[src/rtl/k_switch_seq.sv]
// Break-before-make sequencer for the 4-bit analog switch word.
// Opens departing switches, waits a dead time, then closes new ones and settles.
module k_switch_seq #(
    parameter int unsigned DEAD_CYCLES   = 50000,
    parameter int unsigned SETTLE_CYCLES = 500000
) (
    input  logic       Clk,
    input  logic       Reset,
    input  logic [3:0] K_req,
    output logic [3:0] Sw_out,
    output logic       Busy,
    output logic       Settled,
    output logic [7:0] Chg_cnt
);

    localparam int unsigned MAXC =
        (DEAD_CYCLES > SETTLE_CYCLES) ? DEAD_CYCLES : SETTLE_CYCLES;
    localparam int CW = (MAXC > 1) ? $clog2(MAXC) : 1;
    localparam logic [CW-1:0] DEAD_LD   = CW'(DEAD_CYCLES - 1);
    localparam logic [CW-1:0] SETTLE_LD = CW'(SETTLE_CYCLES - 1);

    typedef enum logic [1:0] {
        IDLE  = 2'd0,
        BREAK = 2'd1,
        MAKE  = 2'd2
    } state_t;

    state_t        state_q, state_d;
    logic [3:0]    cur_q, cur_d;
    logic [3:0]    tgt_q, tgt_d;
    logic [CW-1:0] cnt_q, cnt_d;
    logic [3:0]    kprev_q;
    logic [3:0]    sw_q, sw_d;
    logic          busy_q, busy_d;
    logic          settled_q, settled_d;
    logic [7:0]    chg_q, chg_d;

    always_ff @(posedge Clk) begin
        if (Reset) begin
            state_q   <= IDLE;
            cur_q     <= '0;
            tgt_q     <= '0;
            cnt_q     <= '0;
            kprev_q   <= '0;
            sw_q      <= '0;
            busy_q    <= 1'b0;
            settled_q <= 1'b0;
            chg_q     <= '0;
        end else begin
            state_q   <= state_d;
            cur_q     <= cur_d;
            tgt_q     <= tgt_d;
            cnt_q     <= cnt_d;
            kprev_q   <= K_req;
            sw_q      <= sw_d;
            busy_q    <= busy_d;
            settled_q <= settled_d;
            chg_q     <= chg_d;
        end
    end

    always_comb begin
        state_d   = state_q;
        cur_d     = cur_q;
        tgt_d     = tgt_q;
        cnt_d     = cnt_q;
        sw_d      = sw_q;
        busy_d    = busy_q;
        settled_d = settled_q;

        unique case (state_q)
            IDLE: begin
                sw_d      = cur_q;
                busy_d    = 1'b0;
                settled_d = 1'b1;
                if (K_req != cur_q) begin
                    tgt_d     = K_req;
                    busy_d    = 1'b1;
                    settled_d = 1'b0;
                    // Any switch that must open forces the dead-time phase
                    if ((cur_q & ~K_req) != 4'd0) begin
                        state_d = BREAK;
                        cnt_d   = DEAD_LD;
                        sw_d    = cur_q & K_req;
                    end else begin
                        state_d = MAKE;
                        cnt_d   = SETTLE_LD;
                        sw_d    = K_req;
                    end
                end
            end
            BREAK: begin
                if (cnt_q == '0) begin
                    state_d = MAKE;
                    cnt_d   = SETTLE_LD;
                    sw_d    = tgt_q;
                end else begin
                    cnt_d = cnt_q - 1'b1;
                    sw_d  = cur_q & tgt_q;
                end
            end
            MAKE: begin
                sw_d = tgt_q;
                if (cnt_q == '0) begin
                    state_d   = IDLE;
                    cur_d     = tgt_q;
                    busy_d    = 1'b0;
                    settled_d = 1'b1;
                end else begin
                    cnt_d = cnt_q - 1'b1;
                end
            end
            default: begin
                state_d = IDLE;
            end
        endcase
    end

    always_comb begin
        chg_d = chg_q;
        if (busy_q && (K_req != kprev_q) && (chg_q != 8'hFF)) begin
            chg_d = chg_q + 8'd1;
        end
    end

    assign Sw_out  = sw_q;
    assign Busy    = busy_q;
    assign Settled = settled_q;
    assign Chg_cnt = chg_q;

endmodule

[config.mk]
export PLATFORM = sky130hd
export DESIGN_NAME = k_switch_seq
export DESIGN_NICKNAME = d
export VERILOG_FILES = /design/src/rtl/k_switch_seq.sv
export SDC_FILE = /design/constraint.sdc
export NUM_CORES = 1
export LEC_CHECK = 0
export CAP_MARGIN = 30
export CELL_PAD_IN_SITES_DETAIL_PLACEMENT = 1
export CELL_PAD_IN_SITES_GLOBAL_PLACEMENT = 2
export CORE_ASPECT_RATIO = 0.75
export CORE_MARGIN = 1
export CORE_UTILIZATION = 38
export DETAILED_ROUTE_END_ITERATION = 16
export PLACE_DENSITY = 0.9
export SYNTH_ARGS = -nofsm -noshare
export SYNTH_HDL_FRONTEND = slang
export SYNTH_SLANG_ARGS = --single-unit
[constraint.sdc]
create_clock -name Clk -period 6.1 [get_ports Clk]
set_clock_uncertainty 0.15 [all_clocks]
set_input_delay 0.61 -clock Clk [delete_from_list [all_inputs] [get_ports Clk]]
set_output_delay 0.61 -clock Clk [all_outputs]
set_load 0.1 [all_outputs]
==> results of run 1 <==
## final timing paths
path                to  slack [ns]  cells past startpoint
min reg2reg  Sw_out[0]        0.33                      2
min          Sw_out[0]        0.33                      2
max reg2reg  cnt_q[11]        3.67                      8
max          cnt_q[11]        3.19                      9
## layer usage
| layer | GRT usage, % | part of all wire (%) |
|---|---|---|
| met5 | 0 | 0 |
| met4 | 5.80 | 0.73 |
| met3 | 4.31 | 5.8 |
| met2 | 33.7 | 45 |
| met1 | 30.4 | 49 |
## worst reg2reg max path: stages, from the launching register on
cell and delay, ns:
dfxtp_1 0.33, inv_1 0.11, ha_1 0.24, nor4b_2 0.46
nand3_1 0.16, o21ai_2 0.14, buf_4 0.32, o21ai_1 0.26
a21oi_1 0.19
## flip-flops by register name (all words and copies together), names as in the netlist
signal and count:
kprev_q 4, Busy 1, Chg_cnt 8, cur_q 4
state_q 2, tgt_q 4, cnt_q 19, Settled 1
Sw_out 4
## per-stage QoR
step / area [sq um] / setup slack (ns) / power, W / hold slack, ns / std cells
after floorplan: 2750 / 3.64 / 0.000571 / 0.296 / 326
after global placement: 3000 / 2.95 / 0.000635 / 0.310 / 428
after detailed placement: 3000 / 2.87 / 0.000642 / 0.320 / 428
after CTS: 3100 / 3.18 / 0.000854 / 0.339 / 436
after global routing: 3100 / 3.00 / 0.000897 / 0.363 / 436
final: 3100 / 3.19 / 0.000847 / 0.332 / 436
## synth_stat cells (all sizes together) (2+ instances only)
library cell | number | area, sq um
buf | 5 | 38.8
nor3 | 7 | 35.0
a31oi | 5 | 31.3
and2 | 4 | 25.0
or2 | 4 | 25.0
a311oi | 2 | 17.5
nor4b | 2 | 23.8
inv | 19 | 71.3
o32ai | 8 | 85.1
mux2i | 9 | 90.1
xnor2 | 3 | 26.3
nor2b | 5 | 31.3
or3 | 6 | 37.5
dfxtp | 47 | 941
clkbuf | 12 | 45.0
mux2 | 3 | 33.8
and3 | 6 | 37.5
a211oi | 9 | 67.6
ha | 15 | 188
nand2 | 21 | 78.8
a221oi | 4 | 35.0
o31ai | 2 | 15.0
o2bb2ai | 4 | 35.0
nand4 | 5 | 31.3
or4 | 3 | 22.5
nor4 | 4 | 76.3
o21ai | 9 | 52.6
o311ai | 4 | 35.0
o41ai | 2 | 36.3
a21oi | 28 | 140
nand3 | 17 | 95.1
nor2 | 40 | 150
xor2 | 4 | 35.0
## placed cells by master, fill, tap and decap left out, types with 4 or more instances in the layout
cell	instances
nor3_1	7
xor2_1	4
nor2b_1	5
nor2_1	40
o311ai_0	4
clkbuf_8	7
o2bb2ai_1	4
o32ai_1	6
nand2_1	21
clkdlybuf4s50_1	19
a21oi_1	28
or2_2	4
ha_1	15
a31oi_1	5
and3_1	6
o21ai_0	4
mux2i_1	9
a211oi_1	9
inv_1	19
or3_1	6
a221oi_1	4
and2_1	4
nand4_1	5
dfxtp_1	47
nand3_1	15
## cell type report
type / count / area (sq um) / area share [%]
Clock buffer: 8 / 100 / 3.23
Inverter: 19 / 71.3 / 2.30
Multi-Input combinational cell: 243 / 1660 / 53.5
Sequential cell: 47 / 941 / 30.4
Tap cell: 98 / 123 / 3.96
Timing Repair Buffer: 21 / 205 / 6.62
## cell families after synthesis
family | count (synthesis) | share of synthesized area (%)
flops | 47 | 34.2
simple gates | 127 | 25.1
compound gates | 82 | 21.5
xor+xnor | 7 | 2.23
buf+inv | 36 | 5.63
fa+ha+maj | 15 | 6.82
mux | 12 | 4.50
## power by group
group	internal [W]	total, W	switching (W)
sequential	0.000335	0.000363	0.0000287
clock	0.000104	0.000209	0.000106
combinational	0.0000848	0.000274	0.000189
total	0.000523	0.000847	0.000324
==> results.md, run 1 <==
Status:
- The flow ran to the end, and the final reports show no timing, DRC or antenna violations.

Timing:
- The slew of the pin with the lowest slew margin is 0.993 ns.
- The worst pin sits at a relative slew slack of between 30% and 40%.
- The number of hold violations in the final report is 0.
- The clock period minus final worst setup slack is 2.91 ns.
- Setup repair after global routing left no endpoint under its margin.
- The total negative slack for setup checks is 0 ns.
- The ratio of final minimum period to clock period is a little under half.
- Timing would allow up to 0.344 GHz.
- Setup violations remaining at the end of the flow were counted as 0.
- The final count of pins violating max slew is 0.

Logic synthesis:
- The number of unique standard cell types used by synthesis is a little over 50.
- The summed instance area of the synthesized netlist is 2750 sq um.
- The total nets after synthesis is 347.
- In this run, synthesis inferred 0 flip-flops with an integrated enable.
- Synthesis produced a netlist whose cell count is 326.
- The sequential area share after synthesis is roughly a third.
- Among all flip-flop cells after synthesis, the most frequent one is dfxtp_1.
- The number of synthesized register bits is between 40 and 50.
- After synthesis, the share of flip-flops with an asynchronous set or reset is 0%.
- The total number of yosys warnings is 0.
- Dividing the synthesized area by the synthesized cell count gives 8.45 sq um.

Floorplanning:
- In this run the horizontal extent of the chip is 100 microns.
- The height of the chip is between 70 and 80 microns.
- The total die area is around 7600 sq um.
- In this run the count of I/O pins placed on the die edge is 20.
- The initial cell density of the core is 39.9%.
- The number of rows created at floorplan is 26.
- The floorplan step defined a core boundary enclosing 6900 sq um.

Route:
- The violation count after the first detailed-routing iteration is between 100 and 150.
- In this run the remaining antenna-violating nets after routing total 0.
- Dividing the detail-routed via count by the number of cells gives about 5.7.
- The post-detailed-routing wire length is 7540 microns.
- The detailed-route wire length per cell is 17.3 microns.
- The detailed router placed 2476 vias in this run.
- The number of iterations in the first detailed-routing pass is 4.
- In the routed design, unresolved DRC markers number 0.

Setup path:
- The data required time of the worst path is a little over 6 ns.
- The delay contributed by the slowest stage of the critical path is 0.57 ns.
- In this run the worst path has a maximum fanout of 33.
- The number of buffers and inverters on the critical path is 3.
- The slowest stage of the critical path belongs to the cell clkdlybuf4s50_1.
- The signal on the critical path passes through clkdlybuf4s50_1 > inv_1 > ha_1 > and4_1 > a21oi_1 > o21ai_2 > buf_4 > or4_1 > a21oi_1.
- Among the stages of the critical path, the cell type that occurs most often is a21oi_1.
- The cell family with the largest share of critical-path delay is buffers and inverters.
- The kind of end point of the critical path is a register.
- The startpoint of the lowest-slack register-to-register path is cnt_q[0].
- Tracing the worst setup path back leads to its startpoint at K_req[0].
- STA classifies the critical path startpoint as an input port.
- The arrival time at the worst endpoint is 2.99 ns.
- The type of the worst setup path is input port to register.

Clocking:
- For the worst-skew pair, the clock arrives at the later sink with an insertion delay of 0.30 ns.
- The total of hold buffers inserted after clock tree synthesis is 0.
- The cell sitting at the root of the clock tree is a clkbuf_8.
- The number of resized instances in the post-cts repair step is 0.
- The number of clock buffers added by TritonCTS is 5.
- The maximum clock path buffer count is 2.
- The number of setup buffers added after CTS is 0.
- TritonCTS built the clock tree.
- The number of clock sinks seen by CTS is between 40 and 50.
- The clock-pin slew on the worst setup and hold paths is roughly 0.090 ns.
- The level count of the clock H-tree is 2.

Placement:
- Routability-driven placement finished with a final weighted congestion of 0.808.
- The half-perimeter wire length of the detailed placement result is 5490 microns.
- In this run the tool buffered the top-level ports with 19 buffer cells.

GRT:
- The number of global-route vias before repair is 2496.
- The first global-routing pass estimated about 13000 microns of wire.
- The total overflow left after global routing is 0.
- The global routing usage summed across all routing layers is a little over a fifth.
- The initial antenna violation count came to 1.
- Entering global routing, the biggest net connects 45 pins.

Layout:
- The net count of the finished layout is roughly 360.
- The area growth from synthesis to layout is 12.5%.
- At the end of the flow the core is filled with cells to approximately 45%.
- The filler cells instantiated in the layout total 843.
- The repair_antennas step left the layout with diodes totalling 0.
- The post-route netlist has 8.28% of its cells at a drive strength greater than 1.

Min path:
- In this run the worst hold path is classified as register to register.
- The origin of the worst min-delay path is Sw_out[0].

Power and ir drop:
- The power density normalized to cell area is 273 nW/um^2.
- The peak supply drop is approximately 160 uV.
- For this design the static power due to leakage is around 1.2 nW.

Flow run:
- Across the run, the number of max-cap violations was 0.
Note: power is estimated with default switching activity, not from simulation.
==> run 2, diff against run 1 <==
- CORE_UTILIZATION: 38 -> 36
- PLACE_DENSITY: 0.9 -> 0.87
- clock period: 6.1 -> 2.9 ns (I/O delays scaled with it)
==> results.md, run 2 (synthesized netlist as in run 1, its figures left out) <==
Setup path:
- The critical path goes through clkdlybuf4s50_1 > inv_1 > ha_1 > and4_1 > a21oi_1 > o21ai_2 > buf_4 > or3_1 > a21oi_1.
- In this run the critical register-to-register path is launched from state_q[1].
- The path length in cells of the critical path is 9 (unchanged).
- The data required time of the worst path is 2.99 ns (-3.19 ns).
- The critical-path maximum fanout is 12 (-64%).
- The beginning of the critical path is K_req[0].
- The number of buffer and inverter stages on the critical path was 3 (unchanged).
- On the critical path, the stage with the largest delay is an instance of clkdlybuf4s50_1.
- The kind of end point of the critical path is a register.
- The cell depth of the worst flop-to-flop path is 6 (-2).
- The critical path is of the input port to register type.
- The arrival time at the worst endpoint is 2.50 ns (-0.49 ns).
- By instance count, the cell type seen most on the critical path is a21oi_1.
- Broken down by cell family, the worst path's largest delay share belongs to buffers and inverters.
- The delay contributed by the slowest stage of the critical path was 0.49 ns (-0.08 ns).
- STA classifies the critical path startpoint as an input port.

Status:
- The flow ran to the end, and the final reports show no timing, DRC or antenna violations.

Route:
- The violation count after the first detailed-routing iteration came to 188 (+83%).
- The remaining routing DRC violations is 0 (unchanged).
- The post-detailed-routing wire length is 7900 microns (+4.8%).
- The number of iterations in the first detailed-routing pass is 4 (unchanged).
- The detailed-route wire length per cell came to 17.6 microns (+1.8%).
- The ratio of routed vias to standard cells came to 5.64 (-0.66%).
- The total vias in the final route was 2533 (+2.3%).
- The antenna violation net count after detailed routing came to 0 (unchanged).

Floorplanning:
- The total die area was 8010 sq um (+5.4%).
- The standard cell core area is 7360 sq um (+6.8%).
- The initial cell density of the core was 37.4% (-2.5 points).
- The height of the chip is 77.7 microns (+2.7%).
- The number of rows created at floorplan is 27 (+3.8%).
- The boundary pin count is 20 (unchanged).
- The die width was 103 microns (+2.7%).

GRT:
- The number of global-route vias before repair came to 2596 (+4.0%).
- The maximum number of pins on one net before global-route repair was 26 (-42%).
- The global routing usage summed across all routing layers came to 21.0% (-0.56 points).
- The initial antenna violation count came to 0 (-1).
- The first-pass GRT wire length was 13100 microns (+3.7%).
- The global route total overflow came to 0 (unchanged).

Flow run:
- The number of maximum-capacitance violations was 0 (unchanged).

Layout:
- The net count of the finished layout came to 369 (+3.1%).
- The area added between synthesis and finish is 14.4%.
- More flip-flops sit in one register than any other, and that register is cnt_q.
- The count of non-filler cells in the finished layout came to 449 (+3.0%).
- The number of flip-flops in the largest register is 19 (unchanged).
- The number of inserted filler cells in the final layout came to 916 (+8.7%).
- In the layout the commonest cells are 47 x dfxtp_1, 40 x nor2_1, 28 x a21oi_1, 27 x buf_4, 21 x nand2_1.
- The library cell used most frequently in the layout, excluding fill and tap cells, is dfxtp_1.
- The final antenna diode count came to 0 (unchanged).
- The share of cells above drive strength 1 is 14.9% (+6.7 points).

Timing:
- The final count of pins violating max slew was 0 (unchanged).
- Setup repair after global routing left no endpoint under its margin.
- Static timing analysis puts the maximum clock frequency at 0.415 GHz.
- The worst path in the final design needs a cycle of 2.41 ns, including I/O delays and setup.
- The total negative slack for setup checks is 0 ns (unchanged).
- Dividing the final minimum period by the clock period gives 83.1%.
- The slew of the pin with the lowest slew margin is 0.597 ns (-0.396 ns).
- The worst slew margin relative to its limit came to 59.2% (+26 points).
- The final count of negative-setup-slack endpoints was 0 (unchanged).
- The number of hold violations in the final report is 0 (unchanged).

Power and ir drop:
- The power density normalized to cell area is 581 nW/um^2 (+110%).
- The leakage power summed over all cells was 1.28 nW (+6.4%).
- The peak supply drop is 264 uV (+67%).

Min path:
- The hold-critical path depth is 2 (unchanged).
- The type of the most critical hold path is register to register.
- The worst hold path begins at Sw_out[0].

Clocking:
- TritonCTS built the clock tree.
- The maximum clock path buffer count is 2 (unchanged).
- The level count of the clock H-tree is 2 (unchanged).
- The number of buffers created by CTS is 5 (unchanged).
- The total of hold buffers inserted after clock tree synthesis is 0 (unchanged).
- CTS placed an instance of clkbuf_8 at the clock tree root.
- The number of setup buffers added after CTS was 0 (unchanged).
- The source-to-sink clock delay at the later pin of the worst-skew pair is 0.30 ns (about the same).
- The clock-pin slew on the worst setup and hold paths is 0.10 ns (about the same).
- The number of clock sinks seen by CTS is 47 (unchanged).
- The number of resized instances in the post-cts repair step is 0 (unchanged).

Placement:
- The final weighted congestion of routability-driven global placement is 0.830 (+2.7%).
- The number of placed instances with taps included was 442 (+3.3%).
- The half-perimeter wire length of the detailed placement result came to 5740 microns (+4.5%).
- The port buffer count came to 19 (unchanged).
==> run 2: changes by cell type in the layout (fill, tap and decap cells not counted), sizes merged <==
cell | previous run | this run
buf | 2 | 27
clkdlybuf4s50 | 19 | 5
clkbuf | 8 | 6
bufinv | 0 | 1
==> run 2: power by group <==
| group | total, W | internal [W] | switching, W | leakage (nW) |
|---|---|---|---|---|
| clock | 0.000479 | 0.000253 | 0.000226 | 0.0513 |
| combinational | 0.000589 | 0.000185 | 0.000404 | 0.845 |
| sequential | 0.000764 | 0.000704 | 0.0000598 | 0.386 |
==> run 2: worst paths after layout <==
path / end / slack, ns
max reg2reg: cnt_q[9] / 0.57
min: Sw_out[0] / 0.32
min reg2reg: Sw_out[0] / 0.32
max: cnt_q[12] / 0.49
==> run 2: through the flow <==
step / hold slack [ns] / cell area [sq um] / power (W) / utilization, % / setup slack, ns
global route: 0.355 / 3150 / 0.00194 / 42.8 / 0.345
floorplan: 0.280 / 2750 / 0.00120 / - / 0.435
detailed placement: 0.317 / 3050 / 0.00136 / 41.4 / 0.180
finish: 0.325 / 3150 / 0.00183 / 42.8 / 0.490
CTS: 0.332 / 3150 / 0.00185 / 42.8 / 0.495
global placement: 0.307 / 3050 / 0.00135 / 41.4 / 0.239
==> run 2: tightest hold or removal path, cell delays in order, from the launching register on <==
cell and delay (ns):
dfxtp_1 0.32, inv_1 0.05, a221oi_1 0.06
==> run 2: layer usage <==
layer / share of wire (%) / vias up / track usage (%)
met3: 6.1 / 4 / 3.69
met4: 0.48 / 0 / 3.52
met1: 49 / 1232 / 31.5
met5: 0 / - / 0
met2: 44 / 65 / 31.3
li1: - / 1232 / -
==> run 2: final cells by class <==
class / count / area (sq um) / share of cell area [%]
timing repair buffer: 32 / 253 / 8.02
clock inverter: 1 / 30.0 / 0.953
inverter: 19 / 71.3 / 2.26
sequential: 47 / 941 / 29.9
tap: 101 / 126 / 4.01
multi-input combinational: 243 / 1660 / 52.6
clock buffer: 6 / 72.6 / 2.30
